--- config.mk ---
export PLATFORM = sky130hd
export DESIGN_NAME = memory_stage
export DESIGN_NICKNAME = d
export VERILOG_FILES = /design/src/rtl/memory_stage.sv
export SDC_FILE = /design/constraint.sdc
export NUM_CORES = 1
export LEC_CHECK = 0
export CORE_AREA = 3 3 111 113
export CTS_BUF_LIST = sky130_fd_sc_hd__clkbuf_16
export DETAILED_ROUTE_END_ITERATION = 8
export DIE_AREA = 0 0 114 116
export PLACE_DENSITY_LB_ADDON = 0.15
export SETUP_SLACK_MARGIN = 0.1
export SYNTH_ARGS = -nofsm -noshare
export SYNTH_HDL_FRONTEND = slang
export SYNTH_SLANG_ARGS = --single-unit
--- constraint.sdc ---
create_clock -name clk -period 2.29 [get_ports clk]
set_input_delay 0.458 -clock clk [delete_from_list [all_inputs] [get_ports clk]]
set_output_delay 0.458 -clock clk [all_outputs]
set_load 0.005 [all_outputs]
--- src/rtl/memory_stage.sv ---
// RV32I memory stage: lane-formats loads/stores onto a req/gnt/rvalid data bus and stalls the pipe while an access is outstanding.
// Optional bus watchdog enabled by defining MEM_TIMEOUT_EN.
module memory_stage #(
  parameter  int unsigned ADDR_WIDTH     = 32,
  parameter  int unsigned TIMEOUT_CYCLES = 16,
  localparam int unsigned DATA_WIDTH     = 32,
  localparam int unsigned BE_WIDTH       = DATA_WIDTH / 8
) (
  input  logic                  clk,
  input  logic                  rst,
  input  logic                  MEM_valid_i,
  input  logic                  MEM_MemRead_i,
  input  logic                  MEM_MemWrite_i,
  input  logic [2:0]            MEM_funct3_i,
  input  logic [31:0]           MEM_alu_result_i,
  input  logic [DATA_WIDTH-1:0] MEM_rs2_data_i,
  output logic [DATA_WIDTH-1:0] MEM_read_data_o,
  output logic                  MEM_stall_o,
  output logic                  MEM_misaligned_o,
  output logic                  MEM_bus_err_o,
  output logic                  dmem_req_o,
  output logic                  dmem_we_o,
  output logic [ADDR_WIDTH-1:0] dmem_addr_o,
  output logic [BE_WIDTH-1:0]   dmem_be_o,
  output logic [DATA_WIDTH-1:0] dmem_wdata_o,
  input  logic                  dmem_gnt_i,
  input  logic                  dmem_rvalid_i,
  input  logic [DATA_WIDTH-1:0] dmem_rdata_i
);

  typedef enum logic [1:0] {IDLE, REQ, WAIT, DONE} state_t;

  state_t                state;
  state_t                state_next;
  logic                  is_byte;
  logic                  is_half;
  logic                  is_word;
  logic                  mem_op;
  logic                  addr_misaligned;
  logic                  start;
  logic                  timeout;
  logic [BE_WIDTH-1:0]   be_fmt;
  logic [DATA_WIDTH-1:0] wdata_fmt;
  logic [2:0]            funct3_reg;
  logic [1:0]            offset_reg;
  logic [7:0]            load_byte;
  logic [15:0]           load_half;
  logic [DATA_WIDTH-1:0] load_fmt;

  // Access size decode; unlisted funct3 encodings behave as word accesses.
  always_comb begin
    is_byte = 1'b0;
    is_half = 1'b0;
    case (MEM_funct3_i)
      3'b000, 3'b100: is_byte = 1'b1;
      3'b001, 3'b101: is_half = 1'b1;
      default: ;
    endcase
  end
  assign is_word = !is_byte && !is_half;

  assign mem_op          = MEM_valid_i && (MEM_MemRead_i || MEM_MemWrite_i);
  assign addr_misaligned = (is_word && (MEM_alu_result_i[1:0] != 2'b00)) ||
                           (is_half && MEM_alu_result_i[0]);
  assign start            = (state == IDLE) && mem_op && !addr_misaligned;
  assign MEM_misaligned_o = (state == IDLE) && mem_op && addr_misaligned;

  // Store lane placement; loads request the full word.
  always_comb begin
    be_fmt    = 4'b1111;
    wdata_fmt = '0;
    if (MEM_MemWrite_i) begin
      wdata_fmt = MEM_rs2_data_i;
      if (is_byte) begin
        be_fmt    = 4'b0001 << MEM_alu_result_i[1:0];
        wdata_fmt = {4{MEM_rs2_data_i[7:0]}};
      end else if (is_half) begin
        be_fmt    = MEM_alu_result_i[1] ? 4'b1100 : 4'b0011;
        wdata_fmt = {2{MEM_rs2_data_i[15:0]}};
      end
    end
  end

  // Lane extraction and extension of the returned word.
  always_comb begin
    load_byte = dmem_rdata_i[{offset_reg, 3'b000} +: 8];
    load_half = dmem_rdata_i[{offset_reg[1], 4'b0000} +: 16];
    case (funct3_reg)
      3'b000:  load_fmt = {{24{load_byte[7]}}, load_byte};
      3'b100:  load_fmt = {24'b0, load_byte};
      3'b001:  load_fmt = {{16{load_half[15]}}, load_half};
      3'b101:  load_fmt = {16'b0, load_half};
      default: load_fmt = dmem_rdata_i;
    endcase
  end

  always_comb begin
    state_next  = state;
    MEM_stall_o = 1'b0;
    case (state)
      IDLE: begin
        if (start) begin
          state_next  = REQ;
          MEM_stall_o = 1'b1;
        end
      end
      REQ: begin
        MEM_stall_o = 1'b1;
        if (dmem_gnt_i)   state_next = dmem_we_o ? DONE : WAIT;
        else if (timeout) state_next = DONE;
      end
      WAIT: begin
        MEM_stall_o = 1'b1;
        if (dmem_rvalid_i || timeout) state_next = DONE;
      end
      DONE:    state_next = IDLE;
      default: state_next = IDLE;
    endcase
  end

  always_ff @(posedge clk) begin
    if (rst) begin
      state           <= IDLE;
      dmem_req_o      <= 1'b0;
      dmem_we_o       <= 1'b0;
      dmem_addr_o     <= '0;
      dmem_be_o       <= '0;
      dmem_wdata_o    <= '0;
      funct3_reg      <= '0;
      offset_reg      <= '0;
      MEM_read_data_o <= '0;
    end else begin
      state      <= state_next;
      dmem_req_o <= (state_next == REQ);
      if (start) begin
        dmem_we_o    <= MEM_MemWrite_i;
        dmem_addr_o  <= ADDR_WIDTH'({MEM_alu_result_i[31:2], 2'b00});
        dmem_be_o    <= be_fmt;
        dmem_wdata_o <= wdata_fmt;
        funct3_reg   <= MEM_funct3_i;
        offset_reg   <= MEM_alu_result_i[1:0];
      end
      // An abandoned load returns zero rather than stale data.
      if (state == WAIT && dmem_rvalid_i) MEM_read_data_o <= load_fmt;
      else if (timeout && !dmem_we_o)     MEM_read_data_o <= '0;
    end
  end

`ifdef MEM_TIMEOUT_EN
  localparam logic [7:0] TIMEOUT_LIMIT = 8'(TIMEOUT_CYCLES - 1);

  logic [7:0] wait_cnt;
  logic       bus_err;

  assign timeout = (wait_cnt == TIMEOUT_LIMIT) &&
                   ((state == REQ && !dmem_gnt_i) || (state == WAIT && !dmem_rvalid_i));

  // Counts cycles spent in REQ and WAIT since the access began.
  always_ff @(posedge clk) begin
    if (rst) begin
      wait_cnt <= '0;
      bus_err  <= 1'b0;
    end else begin
      if (start)                              wait_cnt <= '0;
      else if (state == REQ || state == WAIT) wait_cnt <= wait_cnt + 8'd1;
      bus_err <= timeout;
    end
  end

  assign MEM_bus_err_o = bus_err;
`else
  logic unused_timeout_cfg;

  assign timeout            = 1'b0;
  assign MEM_bus_err_o      = 1'b0;
  assign unused_timeout_cfg = ^TIMEOUT_CYCLES;
`endif

endmodule

==> impl_metrics.ini, run 1 <==
[worst_setup_path]
critical_path_arrival_ns = 1.75
critPathLaunchType = input port
worst_ep_required_time_ns = 1.83
criticalPathCategory = in -> out
path_max_fanout = 2
worstSetupEndpointType = output pin

[die]
rows = 39
dieArea_um2 = 13200
coreArea_um2 = 11400
die_x_um = 114
pin_count = 211
initial_core_util_pct = 42.0
die_height_um = 116

[layout]
final_common_cell = clkdlybuf4s50_1
synthToLayoutAreaGrowth_pct = 53.4
seq_area_um2 = 2140
utilization_pct = 64.5
layout-drive-gt1-share_pct = 8.88
stdcell_area_um2 = 7360
fillers = 996
multi_input_area_um2 = 2440
layout_common_cells = clkdlybuf4s50_1 (204), nand2_1 (142), dfxtp_1 (107)
diodes = 0
reg_top3 = MEM_read_data_o (32), dmem_wdata_o (32), dmem_addr_o (30)
num-nets-final = 905

[timing]
setup_viol = 0
worst_pin_slew_ns = 0.576
fmax_mhz = 452
slew_headroom_pct = 61.6
period_minus_slack_ns = 2.21
rsz0062_at_grt = yes
skew_ns = 0.00490
fin_ws_ns = 0.0779
final.period_utilization_pct = 96.6
final-max-slew-violation-count = 0
hold_violations = 0

[synthesis]
ys_warn_count = 0
synth_top_area_cell = dfxtp_1
synth_ff_type = dfxtp_1
synth_edf_count = 0
synth_cell_types = 36
async_flop_share_pct = 0
synthCells = 601
avgSynthCellArea_um2 = 7.99
ys_ff_latch = 107
ys_seq_area_share_pct = 44.6
yosys.area.top_type_share_pct = 44.6
synth_area_um2 = 4800
synth.area.top_cells = dfxtp_1 (45%), nand2_1 (11%), a21oi_1 (7.9%), a211oi_1 (4.2%), mux2i_1 (3.8%)

[place]
gp_congestion = 0.821
pre_cts_slack_ns = -0.262
portBuffers = 207
hpwlAfterDp_um = 11400
post_dp_cell_area_um2 = 7090

[grt]
grt_use_total_pct = 22.9
grt_overflow_total = 0
grt_pass1_wl_um = 24500
grt_pass1_vias = 4937
grt_max_degree = 77
antenna_found_initial = 0

[status]
status = finished, final reports clean

[cts]
cts_tree = yes
path_clk_slew_ns = 0.07
clock-sinks = 107
cts_inserted_buffers = 9
htreeDepth = 3
postCtsHoldBufs = 0
clkLatencyLatePin_ns = 0.34
clock_path_buffers = 2
root_buffer = clkbuf_16

[power]
p_leak_uw = 0.00252
total_power_uw = 4290
powerDensity_nw_per_um2 = 582
irDropWorstVdd_mv = 0.381

[routing]
wirelength_um = 15700
dr.pass1.iters = 4
drt_iter0_drc = 351
vias = 4997
drtAntennaViolNets = 0
routed_via_density = 5.30
drt-wirelength-per-cell_um = 16.6
drc_errors = 0

[worst_hold_path]
hold_path_class = reg -> reg

[run]
max-cap-violations = 0
==> critical path: stages <==
cell and delay [ns]:
clkdlybuf4s50_1 0.43, or2_4 0.28, a221oi_4 0.25, nor2_1 0.08, nor2_1 0.13, clkbuf_2 0.13
==> final timing paths <==
| path | start | end | slack [ns] | cells after the start |
|---|---|---|---|---|
| worst max-delay path | MEM_funct3_i[0] | MEM_stall_o | 0.08 | 6 |
| worst min-delay path | dmem_addr_o[9] | dmem_addr_o[9] | 0.45 | 2 |
| worst max register to register | state[0] | dmem_be_o[3] | 0.33 | 7 |
| worst min register to register | dmem_addr_o[9] | dmem_addr_o[9] | 0.45 | 2 |
==> per-layer routing <==
| metal | track usage [%] | vias to the layer above | wire (um) |
|---|---|---|---|
| met4 | 7.60 | 0 | 322 |
| met3 | 7.10 | 22 | 1400 |
| met1 | 28.8 | 2329 | 6510 |
| li1 | - | 2452 | - |
| met5 | 0 | - | 0 |
| met2 | 37.5 | 194 | 7440 |
==> Yosys cell counts (2+ instances only) <==
library cell / count
nand2b_1: 3
buf_4: 8
nand3_1: 36
or2_1: 2
o21ai_0: 21
buf_2: 13
a311oi_1: 2
nand3b_1: 10
nor2_1: 42
inv_1: 4
o21bai_1: 2
clkbuf_1: 31
nand2_1: 142
mux2i_1: 18
a31oi_1: 6
a211oi_1: 27
ha_1: 4
nor3_1: 10
a21oi_1: 76
mux2_2: 16
dfxtp_1: 107
nor2b_1: 3
o221a_1: 5
==> cells by family (layout without fill, tap and decap cells) <==
group	Yosys count	after routing	share of synthesized area, %
other	1	3	0.0781
buffers and inverters	57	254	5.42
muxes	35	35	7.98
AOI/OAI and AO/OA	147	147	18.7
and+or+nand+nor	250	250	22.1
adders and majority gates	4	4	1.04
DFF	107	107	44.6
==> per-stage QoR <==
stage / hold slack [ns] / cells / setup TNS, ns
after floorplan: 0.448 / 603 / 0
after CTS: 0.456 / 943 / 0
after global placement: 0.438 / 927 / -8.78
after detailed placement: 0.446 / 927 / -12.66
after global routing: 0.475 / 943 / -0.0219
final: 0.455 / 943 / 0
==> layout make-up <==
class	count	share of cell area [%]
flip-flops and latches	107	29.1
multi-input cells	439	33.2
inverters	4	0.204
well taps	143	2.43
clock inverters	7	0.612
repair buffers	234	31.4
clock buffers	9	3.06
==> repair_timing <==
item                       4_1_cts  5_1_grt
pin swaps                        1        1
setup buffers                    0        0
resized for setup                6        5
setup endpoints to repair       39       69
cloned                           0        0
==> report_power, final <==
group / internal [uW] / switching (uW) / leakage (uW)
Combinational: 477 / 388 / 0.00152
Clock: 734 / 690 / 0.000135
Sequential: 1950 / 54.0 / 0.000868
No activity file was read; power rests on OpenSTA's default activity.
==> inputs of run 2 (changes only) <==
REMOVE_ABC_BUFFERS = 1   (was not set)
==> impl_metrics.ini, run 2 (synthesized netlist as in run 1, its figures left out) <==
[layout]
diodes = 0
num-nets-final = 908
synthToLayoutAreaGrowth_pct = 54.7
layout-drive-gt1-share_pct = 9.46
fillers = 976
layout_common_cells = clkdlybuf4s50_1 (200), nand2_1 (142), dfxtp_1 (105)
final_common_cell = clkdlybuf4s50_1
reg_top3 = MEM_read_data_o (32), dmem_wdata_o (32), dmem_addr_o (30)

[power]
irDropWorstVdd_mv = 0.332
p_leak_uw = 0.00258
powerDensity_nw_per_um2 = 595

[worst_setup_path]
cpLargestDelayFamily = buffers and inverters
path_cells = clkdlybuf4s50_1 > o211ai_1 > buf_4 > a221oi_4 > nor2_1 > nor2_1 > buf_2
r2r_end = dmem_be_o[3]
worst-path-buf-inv = 3
critical_path_arrival_ns = 1.71
crit-reg2reg-launch = state[1]
critPathLaunchType = input port
path_max_fanout = 2
criticalPathCategory = in -> out
ff2ff_path_depth = 9
cp_slowest_cell = clkdlybuf4s50_1
worstSetupEndpointType = output pin
reg2reg_setup_slack_ns = 0.20
crit_path_max_incr_delay_ns = 0.45
cpMostUsedCell = nor2_1
worst_ep_required_time_ns = 1.83

[place]
gp_congestion = 0.851
hpwlAfterDp_um = 11300
portBuffers = 207
pre_cts_slack_ns = -0.364

[grt]
antenna_found_initial = 0
grt_overflow_total = 0
grt_use_total_pct = 23.3
grt_pass1_wl_um = 24900
grt_max_degree = 77
grt_pass1_vias = 4958

[cts]
clkLatencyLatePin_ns = 0.35
cts_tree = yes
path_clk_slew_ns = 0.07
htreeDepth = 3
root_buffer = clkbuf_16
postCtsHoldBufs = 0
clock-sinks = 107
cts_inserted_buffers = 9
clock_path_buffers = 2

[routing]
vias = 5042
drt-wirelength-per-cell_um = 16.8
routed_via_density = 5.33
dr.pass1.iters = 7
drc_errors = 0
drt_iter0_drc = 513
wirelength_um = 15900
drtAntennaViolNets = 0

[worst_hold_path]
worstHoldEndpoint = dmem_addr_o[4]
hp-start = dmem_addr_o[4]
hold_path_class = reg -> reg
whs_path_depth = 2

[die]
die_x_um = 114
initial_core_util_pct = 42.0
dieArea_um2 = 13200
rows = 39
coreArea_um2 = 11400
die_height_um = 116
pin_count = 211

[timing]
setup_viol = 0
holdWs_ns = 0.454
final-max-slew-violation-count = 0
timing.setup.tns_ns = 0
period_minus_slack_ns = 2.17
fin_ws_ns = 0.121
final.period_utilization_pct = 94.7
slew_headroom_pct = 54.9
skew_ns = 0.00893
fmax_mhz = 461
hold_violations = 0
worst_pin_slew_ns = 0.674
rsz0062_at_grt = yes

[status]
status = finished, final reports clean

[run]
max-cap-violations = 0
[run 2: cell type report]
type | count | area [um2] | share of cell area (%)
clock inverter | 7 | 68.8 | 0.927
clock buffer | 9 | 225 | 3.03
timing repair buffer | 237 | 2340 | 31.5
multi-input combinational | 439 | 2450 | 33.0
tap | 143 | 179 | 2.41
sequential | 107 | 2150 | 28.9
inverter | 4 | 17.5 | 0.236
[run 2: report_power, final]
group          switching (uW)  total, uW  internal, uW
combinational             387        865           478
clock                     701       1550           847
sequential               55.3       2000          1950
[run 2: what timing repair did]
item | CTS | global route
pin swaps | 2 | 6
gates resized for setup | 9 | 16
endpoints found under the setup margin | 10 | 76
setup buffers | 1 | 5
[run 2: how the worst max path moves through the flow]
stage	startpoint	endpoint	depth (start not counted)
final	MEM_MemRead_i	MEM_stall_o	7
after global routing	state[1]	MEM_stall_o	8
after CTS	state[1]	dmem_be_o[3]	8
after detailed placement	MEM_funct3_i[0]	dmem_be_o[3]	6
after global placement	MEM_funct3_i[1]	MEM_stall_o	6
after floorplan	MEM_funct3_i[0]	MEM_stall_o	4
[run 2: stage by stage]
step / total power [uW] / util [%] / cell area [um2] / cells
final: 4410 / 65.0 / 7420 / 946
after global routing: 4630 / 65.0 / 7420 / 946
after CTS: 4430 / 64.5 / 7360 / 941
after detailed placement: 2890 / 61.7 / 7050 / 924
after global placement: 2860 / 61.7 / 7050 / 924
after floorplan: 2330 / - / 4560 / 550
[run 2: worst register-to-register path: stages, from the launching register on]
cell	delay, ns
dfxtp_4	0.36
inv_4	0.06
ha_4	0.13
o211ai_1	0.11
buf_4	0.16
a221oi_4	0.21
buf_4	0.17
buf_8	0.35
nor2_1	0.14
a311oi_1	0.29
[run 2: layer usage]
metal | up-vias | GRT usage [%] | part of all wire [%]
li1 | 2452 | - | -
met1 | 2344 | 28.5 | 39
met2 | 230 | 38.7 | 49
met3 | 16 | 8.30 | 10
met4 | 0 | 7.21 | 1.5
met5 | - | 0 | 0
